## config.mk

```make
export PLATFORM = sky130hd
export DESIGN_NAME = audio_slot_sched
export DESIGN_NICKNAME = d
export VERILOG_FILES = /design/src/rtl/audio_slot_sched.sv
export SDC_FILE = /design/constraint.sdc
export NUM_CORES = 1
export LEC_CHECK = 0
export BUFFER_PORTS_ARGS = -buffer_cell sky130_fd_sc_hd__buf_2
export CAP_MARGIN = 20
export CORE_MARGIN = 2
export CORE_UTILIZATION = 55
export DETAILED_ROUTE_END_ITERATION = 6
export GPL_ROUTABILITY_DRIVEN = 0
export GPL_TIMING_DRIVEN = 0
export MAX_ROUTING_LAYER = met4
export PLACE_DENSITY = 0.76
export SYNTH_ARGS = -nofsm -noshare
export SYNTH_HDL_FRONTEND = slang
export SYNTH_SLANG_ARGS = --single-unit
```

## constraint.sdc

```tcl
create_clock -name clock -period 3.1 [get_ports clock]
set_input_delay 0.62 -clock clock [delete_from_list [all_inputs] [get_ports clock]]
set_output_delay 0.62 -clock clock [all_outputs]
set_load 0.1 [all_outputs]
```

## src/rtl/audio_slot_sched.sv

```systemverilog
// Time-slot scheduler for the shared L/R sigma-delta DAC pair. A shadow slot
// table is written by the CPU and swapped into the active table at a wrap.
module audio_slot_sched #(
    parameter int SLOTS = 8
) (
    input  logic       clock,
    input  logic       reset,
    input  logic       ce,
    input  logic       cfg_we,
    input  logic [3:0] cfg_addr,
    input  logic [7:0] cfg_d,
    output logic [7:0] cfg_q,
    output logic [2:0] sel_l,
    output logic [2:0] sel_r,
    output logic [2:0] slot,
    output logic       pending
);

    localparam logic [2:0] LAST_IDX   = 3'(SLOTS - 1);
    localparam logic [3:0] SLOTS_ADDR = 4'(SLOTS);
    localparam logic [3:0] ADDR_COMMIT = 4'd8;
    localparam logic [3:0] ADDR_CTRL   = 4'd9;
    localparam logic [2:0] SRC_SILENCE = 3'd7;
    localparam logic [7:0] RESET_TABLE [8] = '{
        8'h40, 8'h59, 8'h59, 8'h52, 8'h74, 8'h74, 8'hED, 8'h3F
    };

    logic [7:0] active_q [8];
    logic [7:0] active_d [8];
    logic [7:0] shadow_q [8];
    logic [7:0] shadow_d [8];
    logic [7:0] ctrl_q, ctrl_d;
    logic [2:0] idx_q, idx_d;
    logic       pending_q, pending_d;
    logic [2:0] sel_l_q, sel_l_d;
    logic [2:0] sel_r_q, sel_r_d;
    logic [2:0] slot_q;

    logic       advance;
    logic       wrap;
    logic       swap;
    logic [7:0] cur_entry;
    logic [7:0] nxt_entry;

    // NOTE: every variable gets a default at the top of always_comb so no path
    // leaves it unassigned (no latch); blocking '=' is correct in here only.
    always_comb begin
        shadow_d = shadow_q;
        if (cfg_we && cfg_addr < SLOTS_ADDR) begin
            shadow_d[cfg_addr[2:0]] = cfg_d;
        end

        ctrl_d = ctrl_q;
        if (cfg_we && cfg_addr == ADDR_CTRL) begin
            ctrl_d = cfg_d;
        end

        advance   = ce && !ctrl_q[1];
        cur_entry = active_q[idx_q];
        wrap      = cur_entry[7] || (idx_q == LAST_IDX);
        // Swap decision uses the pre-edge pending; the shadow copy includes
        // a write landing on the same edge.
        swap      = advance && wrap && pending_q;

        idx_d = idx_q;
        if (advance) begin
            idx_d = wrap ? 3'd0 : idx_q + 3'd1;
        end

        active_d = swap ? shadow_d : active_q;

        pending_d = pending_q;
        if (swap) begin
            pending_d = 1'b0;
        end
        if (cfg_we && cfg_addr == ADDR_COMMIT) begin
            pending_d = cfg_d[0];
        end

        nxt_entry = active_d[idx_d];
        if (ctrl_q[0] || !nxt_entry[6]) begin
            sel_l_d = SRC_SILENCE;
            sel_r_d = SRC_SILENCE;
        end else begin
            sel_l_d = nxt_entry[2:0];
            sel_r_d = nxt_entry[5:3];
        end
    end

    // NOTE: both tables are reset to the default sequence; unlike plain RAM the
    // table must hold known contents out of reset, so it lives in flops.
    always_ff @(posedge clock or negedge reset) begin
        if (!reset) begin
            active_q  <= RESET_TABLE;
            shadow_q  <= RESET_TABLE;
            ctrl_q    <= 8'h00;
            idx_q     <= 3'd0;
            pending_q <= 1'b0;
            sel_l_q   <= 3'd0;
            sel_r_q   <= 3'd0;
            slot_q    <= 3'd0;
        end else begin
            // NOTE: non-blocking '<=' for all state so every flop samples
            // pre-edge values regardless of statement order.
            active_q  <= active_d;
            shadow_q  <= shadow_d;
            ctrl_q    <= ctrl_d;
            idx_q     <= idx_d;
            pending_q <= pending_d;
            sel_l_q   <= sel_l_d;
            sel_r_q   <= sel_r_d;
            slot_q    <= idx_d;
        end
    end

    always_comb begin
        cfg_q = 8'h00;
        if (!cfg_addr[3]) begin
            cfg_q = shadow_q[cfg_addr[2:0]];
        end else if (cfg_addr == ADDR_COMMIT) begin
            cfg_q = {7'd0, pending_q};
        end else if (cfg_addr == ADDR_CTRL) begin
            cfg_q = ctrl_q;
        end
    end

    assign sel_l   = sel_l_q;
    assign sel_r   = sel_r_q;
    assign slot    = slot_q;
    assign pending = pending_q;

endmodule

```

==> results of run 1 <==
## power breakdown
group          internal [W]  switching [W]
registers           0.00263       0.000266
logic              0.000832        0.00171
clock network       0.00132       0.000817
total               0.00478        0.00279
## how the worst max path moves through the flow
stage | start | cells after the start | endpoint | slack (ns)
2_1_floorplan | slot[0]$_DFF_PN0_ | 12 | sel_r[0]$_DFF_PN0_ | 0.02
3_3_place_gp | cfg_addr[1] | 7 | cfg_q[1] | -0.52
3_5_place_dp | cfg_addr[1] | 7 | cfg_q[1] | -0.54
4_1_cts | cfg_addr[2] | 5 | cfg_q[6] | 0.02
5_1_grt | cfg_addr[2] | 9 | sel_l[0]$_DFF_PN0_ | 0.002
6_report | cfg_addr[0] | 6 | cfg_q[1] | 0.1
## timing repair
action | 4_1_cts | 5_1_grt
gates resized for setup | 7 | 11
buffers inserted | 0 | 0
setup endpoints to repair | 8 | 14
## through the flow
stage	TNS, ns	utilization, %
global placement	-43.59	60.13
detailed placement	-4.322	60.46
global route	0	65.70
finish	0	65.70
floorplan	0	-
CTS	0	65.54
## layer usage
layer,track usage [%],part of all wire [%],vias up
met1,40.28,44,2471
met2,41.92,46,229
met4,9.960,2.4,0
met5,-,0,-
met3,6.378,8.1,49
li1,-,-,2219
## final cells by class
cell class	count	area share, %
inverter	9	0.4263
tap	168	2.653
clock inverter	10	1.847
buffer	35	2.211
timing repair buffer	30	2.258
multi-input combinational	421	37.63
clock buffer	22	5.858
sequential	146	47.12
## sequential cells by signal, indices dropped and copies added (netlist names), named ones only
register,flops
shadow_q,64
active_q,56
ctrl_q,8
sel_l,3
sel_r,3
slot,3
pending,1
## cell usage in the layout (no fill, tap or decap), types with 2 or more instances in the layout
master	synthesis	routed
a21oi_1	7	7
bufinv_16	0	3
a211oi_1	8	8
dfstp_2	64	64
o311ai_0	12	12
mux2i_1	12	12
mux4_2	16	16
ha_1	2	2
nand3_1	8	8
buf_2	12	39
inv_6	0	3
and2_1	4	3
inv_1	9	9
mux2_4	2	2
nand2b_1	2	2
nor3_1	6	6
o21ai_4	0	8
dfrtp_1	82	82
mux2_2	73	73
clkbuf_2	0	4
clkinv_2	0	2
clkbuf_16	0	17
nor2_1	76	76
nor3b_2	1	2
a32o_1	2	2
buf_1	8	3
nand3b_1	3	3
o311ai_1	6	6
nand2_1	150	150
a31o_2	2	2
clkbuf_8	0	2
clkbuf_1	16	15
a31oi_4	2	2
clkbuf_4	0	2
buf_6	0	2
## worst max-delay path, cell delays in order
cell      delay [ns]
clkbuf_1        0.27
buf_6           0.25
mux4_2          0.55
mux2i_1         0.31
o21ai_4         0.06
buf_2           0.31
## logic make-up after synthesis
kind of cell	after synthesis	share of synthesized area (%)
AO/OA/AOI/OAI	57	6.764
adder cells (fa/ha/maj)	2	0.3675
buffers and inverters	46	2.812
flip-flops	146	54.84
multiplexers	103	19.57
AND/OR/NAND/NOR	259	15.64
==> out/results.txt, run 1 <==
Die Height: 115.3 µm
DIE WIDTH: 115.3 µm
Synth Cell Area: 0.006808 mm²
Post-synthesis cell type count: 46
DPL Wire Length: 11.81 mm
Root buffer cell: clkbuf_16
CP Launch Type: primary input
CP Class: in2out
I/O pins: 34
WL final: 17.21 mm
H-tree depth: 4
Clk_lat worst skew: 0.43 ns
Reg area: 0.003734 mm²
DRC Markers: 0
Num CTS Buffers: 17
Synth Warn #: 0
Cells after DPL: 811
Flops & latches, synth: 146
Post-synth top area share: 30.14%
Vias per cell: 5.907
Fillers: 864
Leakage Power: 3.490 nW
Ys flop type: dfrtp_1
First-pass iteration count of the detailed router: 7
Vias in the first global route: 4814
# diodes: 0
CP Max Fanout: 10
PwrDens: 956.0 mW/mm²
# nets final: 678
Vias: 4968
Share of layout cells above drive strength 1: 37.30%
Slew @ Worst Pin: 1.007 ns
Critical Path RT: 2.48 ns
FMAX: 0.3333 GHz
Outcome: finished, final reports clean
Max IR drop VDD: 493.7 µV
Post-synth EDFFs: 0
Core ar.: 0.01206 mm²
Flop2flop setup slack: 0.21 ns
Row count: 40
Crit share post-route: 96.78%
Cells after Synth: 613
Tot Pwr: 0.007575 W
Worst Hold Class: in2async
Post-DP Area: 0.007292 mm²
Post-synth top cells: nand2_1 (150), dfrtp_1 (82), nor2_1 (76), mux2_2 (73), dfstp_2 (64)
CTS tree: yes
Final Hold Viols: 0
Top post-synthesis cells by area: dfrtp_1 (30%), dfstp_2 (25%), mux2_2 (12%), nand2_1 (8.3%), mux4_2 (5.3%)
Final Cell Area: 0.007924 mm²
Remaining Overflow, GRT: 0
Starting DRT DRC Count: 666
R2R cell count: 8
Reg2Reg Capture Point: sel_l[1]$_DFF_PN0_
Register area share after synthesis: 54.84%
Most common cell in the netlist: nand2_1
Buffers on Ports: 29
DIE AREA: 0.01328 mm²
Post-route ant nets: 0
Post-synth ARST share: 100.0%
Worst path arrival time: 2.38 ns
Clock slew at reported path FFs: 0.06 ns
Worst hold slack: 0.1369 ns
Max-slew headroom: 32.54%
Clock buffer depth: 2
Per-cell routed wire length: 20.47 µm
Max Cap Viol: 0
Slew Limit Fails: 0
Fin crit period: 3.000 ns
Post-Syn Nets: 631
Worst setup margin: 0.09978 ns
Pre-CTS setup slack: -0.5450 ns
Yosys top cell by area: dfrtp_1
Cts hold-fix bufs: 0
Area of the multi-input gates: 0.002982 mm²
Crit. End Element: output pin
Synth-to-layout area growth: 16.39%
Largest net degree at the start of global routing: 96
Initial antenna violation count: 0
Total track usage: 28.78%
Synthesized area per cell: 11.11 µm²
Final Setup Violations: 0
RSZ-0062 raised after global routing: no
Reg2reg start: ctrl_q[1]$_DFFE_PN0P_
CTS sink count: 146
Clock Skews: 0.008236 ns
Initial cell density of the core: 56.44%
Non-filler cells, final: 841
Global-route wire length before repair: 27.25 mm
Power figures use the tool's default switching activity.
==> run 2: changes to the inputs <==
--- a/config.mk
+++ b/config.mk
@@ -6,13 +6,12 @@
 export NUM_CORES = 1
 export LEC_CHECK = 0
 export BUFFER_PORTS_ARGS = -buffer_cell sky130_fd_sc_hd__buf_2
-export CAP_MARGIN = 20
+export CAP_MARGIN = 5
 export CORE_MARGIN = 2
 export CORE_UTILIZATION = 55
 export DETAILED_ROUTE_END_ITERATION = 6
 export GPL_ROUTABILITY_DRIVEN = 0
 export GPL_TIMING_DRIVEN = 0
-export MAX_ROUTING_LAYER = met4
 export PLACE_DENSITY = 0.76
 export SYNTH_ARGS = -nofsm -noshare
 export SYNTH_HDL_FRONTEND = slang
==> run 2 against run 1 <==
Count of clock-buffer cells in the layout is the same. Sequential share of layout area about the same. Non-clock buffer count did not move. Hold slack improved by 0.0038 ns. Sequential power hardly changed. Critical path type unchanged. Largest cell class unchanged.
==> out/results.txt, run 2 (synthesized netlist as in run 1, its figures left out) <==
Outcome: finished, final reports clean
Max-slew headroom: 30.73%
Largest net degree at the start of global routing: 96
Vias: 4964
Starting DRT DRC Count: 596
Die Height: 115.3 µm
CTS sink count: 146
Final Cell Area: 0.007925 mm²
Synth-to-layout area growth: 16.41%
Global-route wire length before repair: 27.22 mm
Core ar.: 0.01206 mm²
Max IR drop VDD: 494.8 µV
Met1 WL: 7.518 mm
Final TNS setup: 0 ns
Most frequent cells in the layout: nand2_1 (150), dfrtp_1 (82), nor2_1 (76), mux2_2 (73), dfstp_2 (64)
Crit share post-route: 96.81%
Fin crit period: 3.001 ns
DRC Markers: 0
Share of layout cells above drive strength 1: 37.44%
Clock Skews: 0.007780 ns
Fillers: 864
Met3 Routed Length: 1.468 mm
Initial cell density of the core: 56.44%
DIE AREA: 0.01328 mm²
Clock buffer depth: 2
Leakage Power: 3.493 nW
Worst Hold Class: in2async
DIE WIDTH: 115.3 µm
# nets final: 678
H-tree depth: 4
CP Max Fanout: 10
Biggest register: shadow_q
FMAX: 0.3332 GHz
Buffers on Ports: 29
# diodes: 0
Post-DP Area: 0.007292 mm²
Total track usage: 27.84%
Row count: 40
Worst setup margin: 0.09879 ns
Initial antenna violation count: 0
Slew Limit Fails: 0
PostCTS Resize Cnt: 7
Root buffer cell: clkbuf_16
Cts hold-fix bufs: 0
Clock slew at reported path FFs: 0.06 ns
Reg area: 0.003734 mm²
Area of the multi-input gates: 0.002982 mm²
Postcts setup bufs: 0
Per-cell routed wire length: 20.56 µm
Slew @ Worst Pin: 1.035 ns
PwrDens: 955.2 mW/mm²
Commonest non-fill, non-tap cell in the layout: nand2_1
CP Launch Type: primary input
Top routing layer in use: met4
WL final: 17.29 mm
Crit. End Element: output pin
Remaining Overflow, GRT: 0
Max Cap Viol: 0
I/O pins: 34
Pre-CTS setup slack: -0.5450 ns
DPL Wire Length: 11.81 mm
Vias in the first global route: 4828
Largest regs: shadow_q (64), active_q (56), ctrl_q (8)
RSZ-0062 raised after global routing: no
Worst path arrival time: 2.38 ns
Clk_lat worst skew: 0.43 ns
CTS tree: yes
Final Hold Viols: 0
Number of flip-flops in the largest register: 64
Vias per cell: 5.902
Post-route ant nets: 0
Num CTS Buffers: 17
Final Setup Violations: 0
Critical Path RT: 2.48 ns
First-pass iteration count of the detailed router: 5
CP Class: in2out
Met2 Wirelength: 7.901 mm
run 2: cell count changes in the layout (fill, tap and decap cells not counted):
cell / previous run / this run
clkbuf_2: 4 / 5
buf_1: 3 / 2
run 2: path summary, 6_finish.rpt:
kind / startpoint / to / slack, ns / cells after the start
max: cfg_addr[0] / cfg_q[0] / 0.1 / 6
min: reset / sel_r[1]$_DFF_PN0_ / 0.14 / 1
max reg2reg: ctrl_q[1]$_DFFE_PN0P_ / sel_l[2]$_DFF_PN0_ / 0.20 / 8
min reg2reg: active_q[5]$_DFF_PN1_ / active_q[5]$_DFF_PN1_ / 0.46 / 2
max in group asynchronous: reset / shadow_q[29]$_DFF_PN1_ / 2.13 / 2
min in group clock: active_q[5]$_DFF_PN1_ / active_q[5]$_DFF_PN1_ / 0.46 / 2
run 2: power by group:
part           internal (W)  leakage, nW  switching (W)
logic              0.000832         1.51        0.00171
registers           0.00263         1.68       0.000267
clock network       0.00132        0.301       0.000811
run 2: critical path, stage by stage:
cell	delay [ns]
clkbuf_1	0.27
clkbuf_4	0.32
mux4_2	0.55
mux2i_1	0.25
o21ai_4	0.06
buf_2	0.30
run 2: layer usage:
metal | track usage [%] | up-vias
li1 | - | 2217
met1 | 39.57 | 2467
met2 | 42.51 | 238
met3 | 6.695 | 42
met4 | 9.478 | 0
met5 | 0 | -
run 2: final cells by class:
class / count / area share (%)
tap: 168 / 2.652
clock inverter: 10 / 1.847
buffer: 35 / 2.226
sequential: 146 / 47.11
multi-input combinational: 421 / 37.62
timing repair buffer: 30 / 2.258
inverter: 9 / 0.4263
clock buffer: 22 / 5.857
run 2: stage by stage:
| stage | total power, W | utilization, % | hold WS (ns) | cells |
|---|---|---|---|---|
| floorplan | 0.004727 | - | 0.3244 | 613 |
| global placement | 0.005280 | 60.13 | 0.4466 | 810 |
| detailed placement | 0.005368 | 60.46 | 0.4486 | 811 |
| CTS | 0.007534 | 65.54 | 0.1569 | 842 |
| global route | 0.007916 | 65.71 | 0.1764 | 841 |
| finish | 0.007570 | 65.71 | 0.1408 | 841 |
